**src/rtl/uart_cmd_dispatcher_pkg.sv**
```systemverilog
// Shared command codes, reply bases, reason codes and state encodings for the
// UART command dispatcher.
package uart_cmd_dispatcher_pkg;

   localparam int unsigned NIB_W  = 4;
   localparam int unsigned BYTE_W = 8;

   localparam logic [NIB_W-1:0] CMD_ON   = 4'h6;
   localparam logic [NIB_W-1:0] CMD_OFF  = 4'hD;
   localparam logic [NIB_W-1:0] CMD_TOG  = 4'h9;
   localparam logic [NIB_W-1:0] CMD_PING = 4'h0;

   localparam logic [BYTE_W-1:0] REPLY_ACK  = 8'hA0;
   localparam logic [BYTE_W-1:0] REPLY_NACK = 8'hE0;

   localparam logic [NIB_W-1:0] RSN_NONE = 4'd0;
   localparam logic [NIB_W-1:0] RSN_HAM  = 4'd1;
   localparam logic [NIB_W-1:0] RSN_ADDR = 4'd2;
   localparam logic [NIB_W-1:0] RSN_CODE = 4'd3;
   localparam logic [NIB_W-1:0] RSN_PAR  = 4'd4;

   localparam logic [2:0] S_IDLE     = 3'd0;
   localparam logic [2:0] S_WAIT_CMD = 3'd1;
   localparam logic [2:0] S_EXEC     = 3'd2;
   localparam logic [2:0] S_SEND     = 3'd3;
   localparam logic [2:0] S_WAIT_TX  = 3'd4;

   // One decoded frame byte with its qualifying flags.
   typedef struct packed {
      logic [NIB_W-1:0] nibble;
      logic             ham_err;
      logic             par_err;
   } field_t;

   function automatic logic is_known_cmd(input logic [NIB_W-1:0] code);
      return (code == CMD_ON) || (code == CMD_OFF) || (code == CMD_TOG) || (code == CMD_PING);
   endfunction

   function automatic logic [BYTE_W-1:0] sat_add(input logic [BYTE_W-1:0] count,
                                                 input logic [1:0]        inc);
      logic [BYTE_W:0] sum;
      sum = {1'b0, count} + {7'b0, inc};
      return sum[BYTE_W] ? 8'hFF : sum[BYTE_W-1:0];
   endfunction

endpackage

```
**src/rtl/uart_cmd_dispatcher_hamming_7_4_decoder.sv**
```systemverilog
// Hamming(7,4) checker: extracts the data nibble and flags any nonzero syndrome.
module hamming_7_4_decoder (
   input  logic [6:0] code,
   output logic [3:0] data_c,
   output logic       err_c
);
   logic [2:0] syndrome;

   always_comb begin
      syndrome[0] = code[0] ^ code[2] ^ code[4] ^ code[6];
      syndrome[1] = code[1] ^ code[2] ^ code[5] ^ code[6];
      syndrome[2] = code[3] ^ code[4] ^ code[5] ^ code[6];
      data_c      = {code[6], code[5], code[4], code[2]};
      err_c       = |syndrome;
   end
endmodule

```
**src/rtl/uart_cmd_dispatcher.sv**
```systemverilog
// Framed address+command receiver: decodes Hamming-coded bytes, updates one
// channel enable and returns an ACK/NACK reply byte.
module uart_cmd_dispatcher
   import uart_cmd_dispatcher_pkg::*;
#(
   parameter int unsigned N_CH    = 3,
   parameter int unsigned TIMEOUT = 2400,
   parameter int unsigned ACK_EN  = 1
) (
   input  logic            clk,
   input  logic            reset,
   input  logic [7:0]      rx_data,
   input  logic            rx_done,
   input  logic            rx_parity_error,
   input  logic            tx_busy,
   output logic [7:0]      tx_data,
   output logic            tx_start,
   output logic [N_CH-1:0] ch_state,
   output logic            frame_ok,
   output logic            frame_err,
   output logic [7:0]      err_count
);
   localparam int unsigned      TIMER_W  = $clog2(TIMEOUT + 1);
   localparam logic [NIB_W-1:0] N_CH_NIB = NIB_W'(N_CH);
   localparam logic [TIMER_W-1:0] TIMER_LOAD = TIMER_W'(TIMEOUT - 1);

   logic [2:0]         state_q, state_d;
   field_t             addr_q, addr_d, cmd_q, cmd_d, rx_field;
   logic [TIMER_W-1:0] timer_q, timer_d;
   logic               skip_q, skip_d;
   logic [N_CH-1:0]    ch_d;
   logic [7:0]         tx_data_d, err_count_d, reply;
   logic               tx_start_d, frame_ok_d, frame_err_d;
   logic [NIB_W-1:0]   reason;
   logic               frame_fail, drop;
   logic [1:0]         err_inc;
   logic [3:0]         dec_data;
   logic               dec_err;

   hamming_7_4_decoder u_dec (
      .code   (rx_data[6:0]),
      .data_c (dec_data),
      .err_c  (dec_err)
   );

   assign rx_field = '{nibble: dec_data, ham_err: dec_err, par_err: rx_parity_error};

   // Frame verdict, first failing check wins.
   always_comb begin
      if (addr_q.par_err || cmd_q.par_err)       reason = RSN_PAR;
      else if (addr_q.ham_err || cmd_q.ham_err)  reason = RSN_HAM;
      else if (addr_q.nibble >= N_CH_NIB)        reason = RSN_ADDR;
      else if (!is_known_cmd(cmd_q.nibble))      reason = RSN_CODE;
      else                                       reason = RSN_NONE;
      reply = (reason == RSN_NONE) ? (REPLY_ACK  | {4'h0, addr_q.nibble})
                                   : (REPLY_NACK | {4'h0, reason});
   end

   always_comb begin
      state_d    = state_q;
      addr_d     = addr_q;
      cmd_d      = cmd_q;
      timer_d    = timer_q;
      skip_d     = skip_q;
      ch_d       = ch_state;
      tx_data_d  = tx_data;
      tx_start_d = 1'b0;
      frame_ok_d = 1'b0;
      frame_fail = 1'b0;
      drop       = 1'b0;

      case (state_q)
         S_IDLE: begin
            if (rx_done) begin
               if (rx_data[7]) begin
                  addr_d  = rx_field;
                  timer_d = TIMER_LOAD;
                  state_d = S_WAIT_CMD;
               end else begin
                  frame_fail = 1'b1;
               end
            end
         end
         S_WAIT_CMD: begin
            // A strobe on the expiry cycle is still honoured.
            if (rx_done) begin
               if (!rx_data[7]) begin
                  cmd_d   = rx_field;
                  state_d = S_EXEC;
               end else begin
                  frame_fail = 1'b1;
                  addr_d     = rx_field;
                  timer_d    = TIMER_LOAD;
               end
            end else if (timer_q == '0) begin
               frame_fail = 1'b1;
               state_d    = S_IDLE;
            end else begin
               timer_d = timer_q - TIMER_W'(1);
            end
         end
         S_EXEC: begin
            drop = rx_done;
            if (reason == RSN_NONE) begin
               frame_ok_d = 1'b1;
               for (int unsigned i = 0; i < N_CH; i++) begin
                  if (addr_q.nibble == NIB_W'(i)) begin
                     case (cmd_q.nibble)
                        CMD_ON:  ch_d[i] = 1'b1;
                        CMD_OFF: ch_d[i] = 1'b0;
                        CMD_TOG: ch_d[i] = ~ch_state[i];
                        default: ch_d[i] = ch_state[i];
                     endcase
                  end
               end
            end else begin
               frame_fail = 1'b1;
            end
            if (ACK_EN != 0) begin
               tx_data_d = reply;
               if (!tx_busy) begin
                  tx_start_d = 1'b1;
                  skip_d     = 1'b1;
                  state_d    = S_WAIT_TX;
               end else begin
                  state_d = S_SEND;
               end
            end else begin
               state_d = S_IDLE;
            end
         end
         S_SEND: begin
            drop = rx_done;
            if (!tx_busy) begin
               tx_start_d = 1'b1;
               skip_d     = 1'b1;
               state_d    = S_WAIT_TX;
            end
         end
         S_WAIT_TX: begin
            drop = rx_done;
            if (skip_q) begin
               skip_d = 1'b0;
            end else if (!tx_busy) begin
               state_d = S_IDLE;
            end
         end
         default: state_d = S_IDLE;
      endcase

      err_inc     = {1'b0, frame_fail} + {1'b0, drop};
      frame_err_d = (err_inc != 2'd0);
      err_count_d = sat_add(err_count, err_inc);
   end

   always_ff @(posedge clk or posedge reset) begin
      if (reset) begin
         state_q   <= S_IDLE;
         addr_q    <= '0;
         cmd_q     <= '0;
         timer_q   <= '0;
         skip_q    <= 1'b0;
         ch_state  <= '0;
         tx_data   <= '0;
         tx_start  <= 1'b0;
         frame_ok  <= 1'b0;
         frame_err <= 1'b0;
         err_count <= '0;
      end else begin
         state_q   <= state_d;
         addr_q    <= addr_d;
         cmd_q     <= cmd_d;
         timer_q   <= timer_d;
         skip_q    <= skip_d;
         ch_state  <= ch_d;
         tx_data   <= tx_data_d;
         tx_start  <= tx_start_d;
         frame_ok  <= frame_ok_d;
         frame_err <= frame_err_d;
         err_count <= err_count_d;
      end
   end

endmodule

```
**config.mk**
```make
export PLATFORM = sky130hd
export DESIGN_NAME = uart_cmd_dispatcher
export DESIGN_NICKNAME = d
export VERILOG_FILES = /design/src/rtl/uart_cmd_dispatcher_pkg.sv /design/src/rtl/uart_cmd_dispatcher_hamming_7_4_decoder.sv /design/src/rtl/uart_cmd_dispatcher.sv
export SDC_FILE = /design/constraint.sdc
export NUM_CORES = 1
export LEC_CHECK = 0
export CAP_MARGIN = 20
export CORE_MARGIN = 3
export CORE_UTILIZATION = 50
export DETAILED_ROUTE_END_ITERATION = 16
export PLACE_DENSITY_LB_ADDON = 0.2
export SYNTH_ARGS = -nofsm -noshare
export SYNTH_HDL_FRONTEND = slang
export SYNTH_SLANG_ARGS = --single-unit
```
**constraint.sdc**
```tcl
create_clock -name clk -period 10.5 [get_ports clk]
set_clock_uncertainty 0.1 [all_clocks]
set_input_delay 2.1 -clock clk [delete_from_list [all_inputs] [get_ports clk]]
set_output_delay 2.1 -clock clk [all_outputs]
set_load 0.05 [all_outputs]
```
==> reports/metrics.cfg, run 1 <==
[run]
drv_cap = 0

[synthesis]
syn-num-nets = 282
syn-mean-instance-area_um2 = 9.87
synthDistinctLibCells = 58
synth_top_family_by_area = simple AND/OR/NAND/NOR gates
synth.yosys.seq_area_share_pct = 46.3
synth_fa_ha_area_share_pct = 3.18
syn_area_mm2 = 0.00260
synthFlopType = dfrtp_1
synth_compound_area_share_pct = 16.3
synth-xor-area-share_pct = 2.70
syn_inst = 263
synthSimpleGateAreaFrac_pct = 22.1
synth-seq-cells = 48
synth-edff-count = 0
synthMuxAreaShare_pct = 5.59
ys_warn_count = 0
synthArstFlopShare_pct = 100

[worst_setup_path]
cp_data_arrival_time_ns = 5.15
rrSetupSlack_ns = 6.64
reg2regPathDepth = 13
critPathMaxStageDelay_ns = 0.67
startpoint_type = input port
critical_path_required_ns = 10.62
path_max_fanout = 8
crit_path_cell_trace = clkdlybuf4s50_1 -> or4_1 -> nand3_1 -> a32o_1 -> ha_1 -> ha_1 -> inv_1 -> fa_1 -> nor2b_1 -> nand4_1 -> o21ai_0
critical_path.endpoint_type = flop
path_class = input port to flop
r2r_end = err_count[2]
slowest_stage = or4_1
reg2reg_from = timer_q[0]
crit_path_frequent_cell = ha_1

[global_routing]
grt_max_degree = 49
antenna_found_initial = 0
grt_util_all_layers_pct = 18.8
grt_pass1_wl_um = 9130
overflow = 0
grt_pass1_vias = 1957

[detailed_routing]
drt_iter0_markers = 93
drc_errors = 0
vias = 2031
ant_nets = 0
viasPerCell = 5.63
wl_per_cell_um = 14.4
drt_wl_total_um = 5180
drt-pass1-iter-count = 4

[clock_tree]
cts_htree_levels = 2
cts_setup_buffers = 0
clock-sinks = 48
clk_pin_slew_ns = 0.09
holdBufCountCts = 0
clock_latency_ns = 0.30
cts_buffers = 5
postCtsResizedCells = 0
clock_path_buffers = 2
clockRootBuffer = clkbuf_8
cts_tree = built

[sta]
worst_pin_slew_ns = 0.694
hold_slack_ns = 0.391
hold_viol_final = 0
setup_tns_ns = 0
slew_headroom_pct = 53.6
setup_violations = 0
grt_setup_unrepaired = no
fmax_mhz = 199
period_needed_ns = 5.03
slew_viol_final = 0
worst_slack_ns = 5.47
period_share_pct = 47.9

[floorplan]
fp.dieH_um = 78.1
ios = 35
die_w_um = 78.1
core_mm2 = 0.00488
initial_core_util_pct = 53.2
dieArea_mm2 = 0.00609
rows = 25

[power_and_ir_drop]
p_leak_nw = 1.26
cellPowerDensity_mw_per_mm2 = 248
vdd_drop_max_v = 0.000163

[cells_and_area]
layout.nets = 313
stdcell_count = 361
areaGrowthSynthToFinish_pct = 18.2
drive_above_1_share_pct = 10.9
n_antenna_cell = 0

[placement]
dp_slack_ns = 5.15
dp_hpwl_um = 3730
place_inst = 353
io_buffers = 33
gp_congestion = 0.857

[worst_hold_path]
worstHoldEndpoint = tx_data[1]
holdPathStages = 2
holdCritPathClass = flop to flop
hold_start = tx_data[1]

[run_status]
status = complete, no violations

layout make-up:
| type | count | area, um2 |
|---|---|---|
| sequential | 48 | 1200 |
| clock inverter | 2 | 12.5 |
| timing repair buffer | 35 | 358 |
| multi-input combinational | 192 | 1300 |
| tap | 67 | 83.8 |
| clock buffer | 5 | 68.8 |
| fill | 441 | 1810 |
| inverter | 12 | 45.0 |
cells by family (layout without fill, tap and decap cells):
logic type | count (synthesis) | in the layout
simple gates | 102 | 102
compound gates | 63 | 63
flops | 48 | 48
buf+inv | 23 | 54
mux | 12 | 12
xor+xnor | 8 | 8
fa+ha+maj | 6 | 6
other cells | 1 | 1
critical path, delay by kind of cell:
family                     cells  cell delay, ns
and+or+nand+nor                4            1.48
adders and majority gates      3            0.66
buffers and inverters          2            0.57
AOI/OAI and AO/OA              2            0.33
how the worst max path moves through the flow:
stage                  from      endpoint  depth (start not counted)
CTS                 rx_done  err_count[2]                         11
floorplan           rx_done  err_count[2]                         11
global placement    rx_done  err_count[2]                         11
finish              rx_done  err_count[2]                         11
global route        rx_done  err_count[4]                         11
detailed placement  rx_done  err_count[4]                         11
power breakdown:
part	internal [mW]	switching, mW
sequential	0.245	0.0647
clock	0.0452	0.0602
combinational	0.141	0.206
flip-flops by register name, summed over array words and instances (netlist names):
name,cells
frame_ok,1
timer_q,12
tx_data,6
addr_q,6
skip_q,1
frame_err,1
cmd_q,6
state_q,3
tx_start,1
ch_state,3
err_count,8
synthesized netlist by cell type (all sizes together), types with 2 or more instances:
master | number | area (um2)
mux2 | 10 | 113
a21boi | 2 | 15.0
nor3 | 6 | 30.0
and2 | 2 | 15.0
nand3 | 8 | 40.0
a2bb2oi | 2 | 17.5
or2 | 3 | 18.8
o31a | 2 | 17.5
dfrtp | 48 | 1200
or4b | 2 | 20.0
nor2b | 5 | 31.3
buf | 4 | 25.0
a21oi | 8 | 40.0
nand4 | 2 | 12.5
nor2 | 17 | 63.8
nor4b | 3 | 26.3
or4 | 2 | 18.8
o22ai | 3 | 18.8
or3 | 4 | 25.0
a2111oi | 2 | 17.5
xor2 | 5 | 43.8
clkbuf | 7 | 26.3
and3 | 3 | 18.8
ha | 5 | 62.6
o31ai | 2 | 15.0
inv | 12 | 45.0
a32oi | 2 | 17.5
o21ai | 18 | 90.1
or3b | 3 | 26.3
xnor2 | 3 | 26.3
nor4 | 7 | 43.8
a211oi | 4 | 30.0
nand2b | 8 | 50.1
nand2 | 20 | 75.1
a31oi | 4 | 25.0
nand3b | 3 | 22.5
a21o | 4 | 30.0
a32o | 2 | 20.0
placed cells by master (no fill, tap or decap), types with 3 or more instances in the layout:
| master | instances |
|---|---|
| ha_1 | 5 |
| nand3b_1 | 3 |
| or2_2 | 3 |
| xor2_1 | 5 |
| a21o_1 | 4 |
| and3_1 | 3 |
| nand2_1 | 20 |
| a211oi_1 | 4 |
| or3b_2 | 3 |
| nor2b_1 | 5 |
| a31oi_1 | 4 |
| nor2_1 | 17 |
| nor4b_1 | 3 |
| mux2_2 | 10 |
| nor3_1 | 6 |
| inv_1 | 11 |
| nand3_1 | 8 |
| clkdlybuf4s50_1 | 33 |
| a21oi_1 | 8 |
| or3_1 | 4 |
| dfrtp_1 | 48 |
| nand2b_1 | 8 |
| clkbuf_8 | 5 |
| o22ai_1 | 3 |
| o21ai_0 | 18 |
| nor4_1 | 7 |
| xnor2_1 | 3 |
stage by stage:
step | util [%] | power [mW] | cell area (um2)
2_1_floorplan | - | 0.556 | 2600
3_3_place_gp | 60.8 | 0.653 | 2970
3_5_place_dp | 60.8 | 0.661 | 2970
4_1_cts | 62.5 | 0.769 | 3050
5_1_grt | 62.9 | 0.819 | 3070
6_report | 62.9 | 0.761 | 3070
routing by layer:
metal  GRT usage (%)  vias to the layer above  wire, um
met3            4.01                        8       188
met4            7.17                        0        87
met1            25.8                      971      2520
li1                -                     1017         -
met5               0                        -         0
met2            29.4                       35      2390
Power figures use the tool's default switching activity.
==> run 2: changes to the inputs <==
- CORE_UTILIZATION: 50 -> 49
- clock period: 10.5 -> 4.4 ns (I/O delays scaled with it)
==> run 2 against run 1 <==
Worst hold slack got worse by 0.0010 ns. Sequential power increased by 140%. Setup slack lost 5.0 ns. Register-to-register slack lost 6.1 ns. Clock power grew to 3.0 times the previous value. First-iteration DRC count up 8.6%. Highest routed layer unchanged.
==> reports/metrics.cfg, run 2 (same netlist as run 1, synthesis figures left out) <==
[run_status]
status = complete, no violations

[placement]
io_buffers = 33  ; unchanged
dp_hpwl_um = 3760  ; +0.82%
gp_congestion = 0.832  ; -3.0%

[sta]
setup_violations = 0  ; unchanged
period_needed_ns = 3.89
period_share_pct = 88.3
slew_viol_final = 0  ; unchanged
worst_pin_slew_ns = 0.592  ; -0.102 ns
setup_tns_ns = 0  ; unchanged
fmax_mhz = 257
hold_viol_final = 0  ; unchanged
slew_headroom_pct = 60.2  ; +6.6 points
grt_setup_unrepaired = no

[clock_tree]
clock_latency_ns = 0.30  ; about the same
cts_tree = built
cts_setup_buffers = 0  ; unchanged
holdBufCountCts = 0  ; unchanged
clock-sinks = 48  ; unchanged
clk_pin_slew_ns = 0.09  ; about the same
clockRootBuffer = clkbuf_8
postCtsResizedCells = 0  ; unchanged
clock_path_buffers = 2  ; unchanged
cts_htree_levels = 2  ; unchanged
cts_buffers = 5  ; unchanged

[floorplan]
core_mm2 = 0.00491  ; +0.64%
ios = 35  ; unchanged
rows = 25  ; unchanged
initial_core_util_pct = 52.9  ; -0.34 points
die_w_um = 78.8  ; +0.94%
dieArea_mm2 = 0.00621  ; +1.9%
fp.dieH_um = 78.8  ; +0.94%

[worst_setup_path]
critical_path_required_ns = 4.51  ; -6.11 ns
startpoint_type = flop
critical_path.endpoint_type = flop
path_max_fanout = 7  ; -1
path_class = flop to flop
cp_data_arrival_time_ns = 4.00  ; -1.15 ns

[power_and_ir_drop]
cellPowerDensity_mw_per_mm2 = 609  ; +150%
p_leak_nw = 1.28  ; +1.6%
vdd_drop_max_v = 0.000459  ; +180%

[detailed_routing]
drc_errors = 0  ; unchanged
ant_nets = 0  ; unchanged
drt-pass1-iter-count = 4  ; unchanged
viasPerCell = 5.73  ; +1.8%
wl_per_cell_um = 14.7  ; +2.4%
drt_wl_total_um = 5340  ; +3.0%
vias = 2079  ; +2.4%
drt_iter0_markers = 101  ; +8.6%

[cells_and_area]
drive_above_1_share_pct = 11.1  ; +0.26 points
n_fill_cell = 418  ; -5.2%
regMostFlops = timer_q
mostFrequentLayoutCell = dfrtp_1
largest_reg_flops = 12  ; unchanged
final_cell_mix = dfrtp_1 (48), clkdlybuf4s50_1 (33), nand2_1 (20)
finalCoreUtilization_pct = 63.2  ; +0.29 points
layout.nets = 314  ; +0.32%
top_regs = timer_q x12, err_count x8
n_antenna_cell = 0  ; unchanged
areaGrowthSynthToFinish_pct = 19.5

[global_routing]
grt_util_all_layers_pct = 19.0  ; +0.20 points
overflow = 0  ; unchanged
antenna_found_initial = 0  ; unchanged
grt_max_degree = 49  ; unchanged
grt_pass1_wl_um = 9390  ; +2.9%
grt_pass1_vias = 2015  ; +3.0%

[run]
drv_cap = 0  ; unchanged

[worst_hold_path]
holdCritPathClass = flop to flop

==> run 2: through the flow <==
| step | setup WS [ns] | hold slack, ns | power (mW) | instances | cell area, um2 |
|---|---|---|---|---|---|
| 2_1_floorplan | 0.961 | 0.349 | 1.33 | 263 | 2600 |
| 3_3_place_gp | 0.382 | 0.372 | 1.56 | 354 | 2970 |
| 3_5_place_dp | 0.326 | 0.376 | 1.58 | 354 | 2970 |
| 4_1_cts | 0.549 | 0.397 | 1.89 | 362 | 3080 |
| 5_1_grt | 0.233 | 0.423 | 2.02 | 363 | 3100 |
| 6_report | 0.515 | 0.390 | 1.89 | 363 | 3100 |
==> run 2: layout make-up <==
cell class / instances / area [um2] / share of cell area, %
clock buffer: 6 / 72.6 / 2.34
clock inverter: 2 / 35.0 / 1.13
timing repair buffer: 36 / 365 / 11.8
inverter: 12 / 45.0 / 1.45
sequential: 48 / 1200 / 38.7
tap: 67 / 83.8 / 2.70
multi-input combinational: 192 / 1300 / 41.9
==> run 2: critical path: stages (launching register included) <==
cell	delay (ns)
dfrtp_1	0.42
inv_1	0.09
ha_1	0.23
or4b_1	0.54
or4_1	0.54
nand3_1	0.15
a32o_1	0.18
ha_1	0.14
ha_1	0.16
inv_1	0.05
fa_1	0.37
nor2b_1	0.37
nand4_1	0.30
o21ai_0	0.16
==> run 2: worst paths after layout <==
path	start	endpoint	slack (ns)	depth (start not counted)
max	timer_q[1]	err_count[4]	0.51	13
min	tx_data[5]	tx_data[5]	0.39	1
max reg2reg	timer_q[1]	err_count[4]	0.51	13
min reg2reg	tx_data[5]	tx_data[5]	0.39	1
max in group asynchronous	reset	state_q[2]	3.05	3
min in group asynchronous	reset	timer_q[5]	0.68	2
==> run 2: routing by layer <==
| layer | up-vias | share of wire (%) | global-route usage, % |
|---|---|---|---|
| met4 | 0 | 1.0 | 5.24 |
| met3 | 6 | 4.3 | 3.97 |
| met2 | 46 | 47 | 30.1 |
| met1 | 1010 | 47 | 26.5 |
| met5 | - | 0 | 0 |
| li1 | 1017 | - | - |
==> run 2: report_power, final <==
| group | switching, mW | leakage [nW] | internal [mW] |
|---|---|---|---|
| clock | 0.147 | 0.0552 | 0.169 |
| sequential | 0.156 | 0.566 | 0.584 |
| combinational | 0.494 | 0.657 | 0.339 |
| total | 0.797 | 1.28 | 1.09 |
